**config.mk**
```make
export PLATFORM = sky130hd
export DESIGN_NAME = fpu_arbiter
export DESIGN_NICKNAME = d
export VERILOG_FILES = /design/src/rtl/fpu_arbiter.sv
export SDC_FILE = /design/constraint.sdc
export NUM_CORES = 1
export LEC_CHECK = 0
export CORE_MARGIN = 2
export CORE_UTILIZATION = 30
export CTS_CLUSTER_SIZE = 28
export DETAILED_ROUTE_END_ITERATION = 16
export PLACE_DENSITY = 0.56
export SKIP_CTS_REPAIR_TIMING = 1
export SLEW_MARGIN = 10
export SYNTH_ARGS = -nofsm -noshare
export SYNTH_HDL_FRONTEND = slang
export SYNTH_SLANG_ARGS = --single-unit
```
**constraint.sdc**
```tcl
create_clock -name clock -period 9.16 [get_ports clock]
set_input_delay 0.916 -clock clock [delete_from_list [all_inputs] [get_ports clock]]
set_output_delay 0.916 -clock clock [all_outputs]
set_load 0.005 [all_outputs]
```
**src/rtl/fpu_arbiter.sv**
```systemverilog
// fpu_arbiter: round-robin sharing of one FPU among REQUESTERS clients, one operation in flight.
// Define FPU_ARB_TIMEOUT_EN to add a watchdog on the FPU wait (error response after TIMEOUT_CYCLES).
module fpu_arbiter #(
  parameter int bitness        = 32,
  parameter int REQUESTERS     = 4,
  parameter int TIMEOUT_CYCLES = 64
) (
  input  logic                          clock,
  input  logic                          reset,
  input  logic [REQUESTERS-1:0]         req_valid,
  output logic [REQUESTERS-1:0]         req_ready,
  input  logic [REQUESTERS*bitness-1:0] req_data_a,
  input  logic [REQUESTERS*bitness-1:0] req_data_b,
  input  logic [REQUESTERS*4-1:0]       req_operation,
  output logic [REQUESTERS-1:0]         resp_valid,
  input  logic [REQUESTERS-1:0]         resp_ack,
  output logic [bitness-1:0]            resp_result,
  output logic                          resp_error,
  output logic                          fpu_input_rdy,
  output logic [bitness-1:0]            fpu_data_a,
  output logic [bitness-1:0]            fpu_data_b,
  output logic [3:0]                    fpu_operation,
  input  logic                          fpu_output_rdy,
  output logic                          fpu_output_ack,
  input  logic [bitness-1:0]            fpu_result
);
  localparam int PW = $clog2(REQUESTERS);

  typedef enum logic [1:0] {IDLE, ISSUE, WAIT, RESP} state_t;

  state_t                  state;
  logic [PW-1:0]           rr_ptr;
  logic [PW-1:0]           grant;
  logic [REQUESTERS-1:0]   grant_oh;

  logic                    grant_found;
  logic [PW-1:0]           grant_idx;
  logic [REQUESTERS-1:0]   grant_onehot;
  logic [bitness-1:0]      sel_a;
  logic [bitness-1:0]      sel_b;
  logic [3:0]              sel_op;

  // Scan offsets from the farthest to the nearest so the requester closest to rr_ptr wins.
  always_comb begin
    grant_found  = 1'b0;
    grant_idx    = '0;
    grant_onehot = '0;
    sel_a        = '0;
    sel_b        = '0;
    sel_op       = '0;
    for (int i = REQUESTERS - 1; i >= 0; i--) begin
      for (int j = 0; j < REQUESTERS; j++) begin
        if (req_valid[j] && (((int'(rr_ptr) + i) % REQUESTERS) == j)) begin
          grant_found     = 1'b1;
          grant_idx       = PW'(j);
          grant_onehot    = '0;
          grant_onehot[j] = 1'b1;
          sel_a           = req_data_a[j*bitness +: bitness];
          sel_b           = req_data_b[j*bitness +: bitness];
          sel_op          = req_operation[j*4 +: 4];
        end
      end
    end
  end

`ifdef FPU_ARB_TIMEOUT_EN
  logic [15:0] wait_cnt;
  // A result that shows up after the watchdog fired is still drained so the FPU is not left stuck.
  assign fpu_output_ack = fpu_output_rdy && (state == WAIT || state == IDLE);
`else
  logic unused_timeout;
  assign unused_timeout = ^TIMEOUT_CYCLES;
  assign resp_error     = 1'b0;
  assign fpu_output_ack = fpu_output_rdy && (state == WAIT);
`endif

  always_ff @(posedge clock or posedge reset) begin
    if (reset) begin
      state         <= IDLE;
      rr_ptr        <= '0;
      grant         <= '0;
      grant_oh      <= '0;
      req_ready     <= '0;
      resp_valid    <= '0;
      resp_result   <= '0;
      fpu_input_rdy <= 1'b0;
      fpu_data_a    <= '0;
      fpu_data_b    <= '0;
      fpu_operation <= '0;
`ifdef FPU_ARB_TIMEOUT_EN
      resp_error    <= 1'b0;
      wait_cnt      <= '0;
`endif
    end else begin
      req_ready     <= '0;
      fpu_input_rdy <= 1'b0;
      case (state)
        IDLE: begin
          if (grant_found) begin
            grant         <= grant_idx;
            grant_oh      <= grant_onehot;
            fpu_data_a    <= sel_a;
            fpu_data_b    <= sel_b;
            fpu_operation <= sel_op;
            req_ready     <= grant_onehot;
            fpu_input_rdy <= 1'b1;
            state         <= ISSUE;
          end
        end
        ISSUE: begin
          state <= WAIT;
`ifdef FPU_ARB_TIMEOUT_EN
          wait_cnt <= '0;
`endif
        end
        WAIT: begin
          if (fpu_output_rdy) begin
            resp_result <= fpu_result;
            resp_valid  <= grant_oh;
            state       <= RESP;
`ifdef FPU_ARB_TIMEOUT_EN
            resp_error  <= 1'b0;
          end else if (wait_cnt + 16'd1 == 16'(TIMEOUT_CYCLES)) begin
            resp_result <= '1;
            resp_error  <= 1'b1;
            resp_valid  <= grant_oh;
            state       <= RESP;
          end else begin
            wait_cnt <= wait_cnt + 16'd1;
`endif
          end
        end
        RESP: begin
          if (|(resp_ack & grant_oh)) begin
            resp_valid <= '0;
            rr_ptr     <= (grant == PW'(REQUESTERS - 1)) ? '0 : grant + PW'(1);
            state      <= IDLE;
          end
        end
        default: state <= IDLE;
      endcase
    end
  end

endmodule

```
==> run metrics <==
initial cell density of the core 0.306; DRC Markers 0; hpwl dp 46.2 mm; synth unique cells 59; clock sink count 119; Slew HR 0.130; CTS tree built; Avg Inst Size Synth 7.38 sq um; Avg Vias per Cell 6.78; type of the worst setup path reg -> reg; Critical Path RT 9.55 ns; total of max-cap violations 0; cells after synthesis 2,035; Yosys reg bits 119; total core area 49,200 sq um; largest net degree at the start of global routing 95; routability cong. 0.831; shortest period the worst path allows 4.34 ns; via count 20,000; Antenna Violating Nets Remaining 0; IO Count 426; Syn Std Cell Area 15,000 sq um; DR iter-0 viols 2,820; DIE AREA 51,900 sq um; Nets 2,575; Peak VDD IR 0.170 mV; leading area contributor after synthesis dfrtp_1; Die W 228 um; Post-synth EDFFs 0; GR Util All Layers 0.301; vias in the first global route 19,700; status finished, final reports clean; Final Power 0.00593 W; cell at the root of the clock tree clkbuf_16; period utilization 0.473; CTS buffer count 17; FMAX 231 MHz; post-route cell area 19,900 sq um; # H-tree levels 4; Filler cells 4,953; Hold Path Depth 2; leakage power figure 6.85 nW; WL/cell 27.8 um; type of destination of the critical path flip-flop; Area growth, synth to finish 32.2%; fin. max-slew vios 0; Synth Flop Type dfrtp_1; CP arrival 4.72 ns; total routed wirelength 81.8 mm; Tightest Pin Transition 1.30 ns; endpoints failing setup 0; drt pass-1 iters 7; most frequent cells in the layout 422 x clkdlybuf4s50_1, 218 x nand2_1, 204 x nand2b_1, 176 x o21ai_0, 148 x a21oi_1; share of cells above drive strength 1 0.0577; # rows 81; Clk pin slew, worst setup/hold paths 0.07 ns; IO buf count 424; commonest non-fill, non-tap cell in the layout clkdlybuf4s50_1; Critical Path Source Type flip-flop; worst skew pair latency 0.50 ns; Die Height 228 um; Place WS 4.63 ns; pwr dens 299 nW/um^2; clk_skew 0.0111 ns; Worst Hold Class reg -> reg; first-pass GRT wire length 121 mm; Max clock buf depth 2; r2r worst-path depth 6; Congestion Overflow GR 0; worst-path fanout max 75; worst setup margin 4.82 ns; TNS Setup 0 ns; Ys Warns 0; RSZ-0062 raised after global routing false; post-synth top area share 0.198; register area share after synthesis 0.198; initial antenna violation count 14; final hold vios 0; synth top area cells dfrtp_1 20%, nand2b_1 8.5%, a22o_1 7.7%; syn_nets 2,354; DP Area 19,200 sq um; async set-or-reset flop fraction in the synthesized netlist 1.00
==> cells in the mapped netlist (8+ instances only) <==
| cell | count |
|---|---|
| a22o_1 | 132 |
| o31a_1 | 65 |
| a32oi_1 | 65 |
| o21ai_1 | 36 |
| clkbuf_1 | 117 |
| o21ai_0 | 176 |
| nor2_1 | 18 |
| mux2_2 | 34 |
| dfrtp_1 | 119 |
| o32ai_1 | 66 |
| buf_4 | 12 |
| buf_6 | 17 |
| buf_2 | 93 |
| a22oi_1 | 68 |
| o22ai_1 | 131 |
| inv_1 | 11 |
| nand3b_1 | 8 |
| nand3_1 | 72 |
| buf_1 | 13 |
| a21oi_1 | 148 |
| nand2_1 | 226 |
| nand2b_1 | 205 |
| o221ai_1 | 132 |
==> per-layer routing <==
layer	global-route usage	share of wire
met5	0	0.00061
met2	0.467	0.45
met4	0.170	0.047
met3	0.0663	0.11
met1	0.387	0.40
==> through the flow <==
step | hold WS [ns] | util | instances
4_1_cts | 0.503 | 0.403 | 2933
3_5_place_dp | 0.488 | 0.391 | 2901
5_1_grt | 0.516 | 0.404 | 2941
2_1_floorplan | 0.459 | - | 2035
3_3_place_gp | 0.483 | 0.391 | 2901
6_report | 0.494 | 0.404 | 2945
==> layout make-up <==
class,instances,area [sq um],area share
multi-input combinational,1650,10900,0.548
timing repair buffer,454,4460,0.225
sequential,119,2990,0.150
tap,664,831,0.0418
clock buffer,17,425,0.0214
clock inverter,15,174,0.00876
inverter,14,58.8,0.00296
antenna,12,30.0,0.00151
==> power breakdown <==
| part | leakage [nW] | switching, W | internal [W] | total (W) |
|---|---|---|---|---|
| clock | 0.292 | 0.000346 | 0.000389 | 0.000734 |
| sequential | 1.43 | 0.000222 | 0.000800 | 0.00102 |
| combinational | 5.12 | 0.00241 | 0.00176 | 0.00418 |
==> worst paths after layout <==
| kind | slack, ns | end | start |
|---|---|---|---|
| worst min-delay path | 0.49 | grant[1]$_DFFE_PP0P_ | grant[1]$_DFFE_PP0P_ |
| worst max register to register | 4.82 | fpu_data_b[0]$_DFFE_PP0P_ | rr_ptr[0]$_DFFE_PP0P_ |
| worst min register to register | 0.49 | grant[1]$_DFFE_PP0P_ | grant[1]$_DFFE_PP0P_ |
| worst max-delay path | 4.82 | fpu_data_b[0]$_DFFE_PP0P_ | rr_ptr[0]$_DFFE_PP0P_ |
| max in group asynchronous | 6.83 | fpu_data_b[8]$_DFFE_PP0P_ | reset |
| min in group asynchronous | 0.91 | fpu_data_b[16]$_DFFE_PP0P_ | reset |
==> state kept, by name, indices dropped and copies added (netlist names) <==
register	flops
resp_valid	4
state	2
grant	2
resp_result	32
fpu_input_rdy	1
fpu_data_b	32
req_ready	4
fpu_operation	4
grant_oh	4
rr_ptr	2
fpu_data_a	32
==> logic make-up (layout without fill, tap and decap cells) <==
family | count (synthesis) | after routing | synth area share
simple gates | 553 | 553 | 0.186
fa+ha+maj | 4 | 4 | 0.00333
compound gates | 1057 | 1057 | 0.499
mux | 35 | 35 | 0.0270
other cells | 1 | 13 | 0.000250
buf+inv | 266 | 500 | 0.0857
flops | 119 | 119 | 0.198
==> worst max-delay path, cell delays in order (launching register included) <==
cell and delay [ns]:
dfrtp_4 0.76, buf_4 0.84, nor2b_1 0.30, a21oi_4 1.07, buf_4 0.69, nand3_1 0.16, o31a_1 0.32
Note: power is estimated with default switching activity, not from simulation.
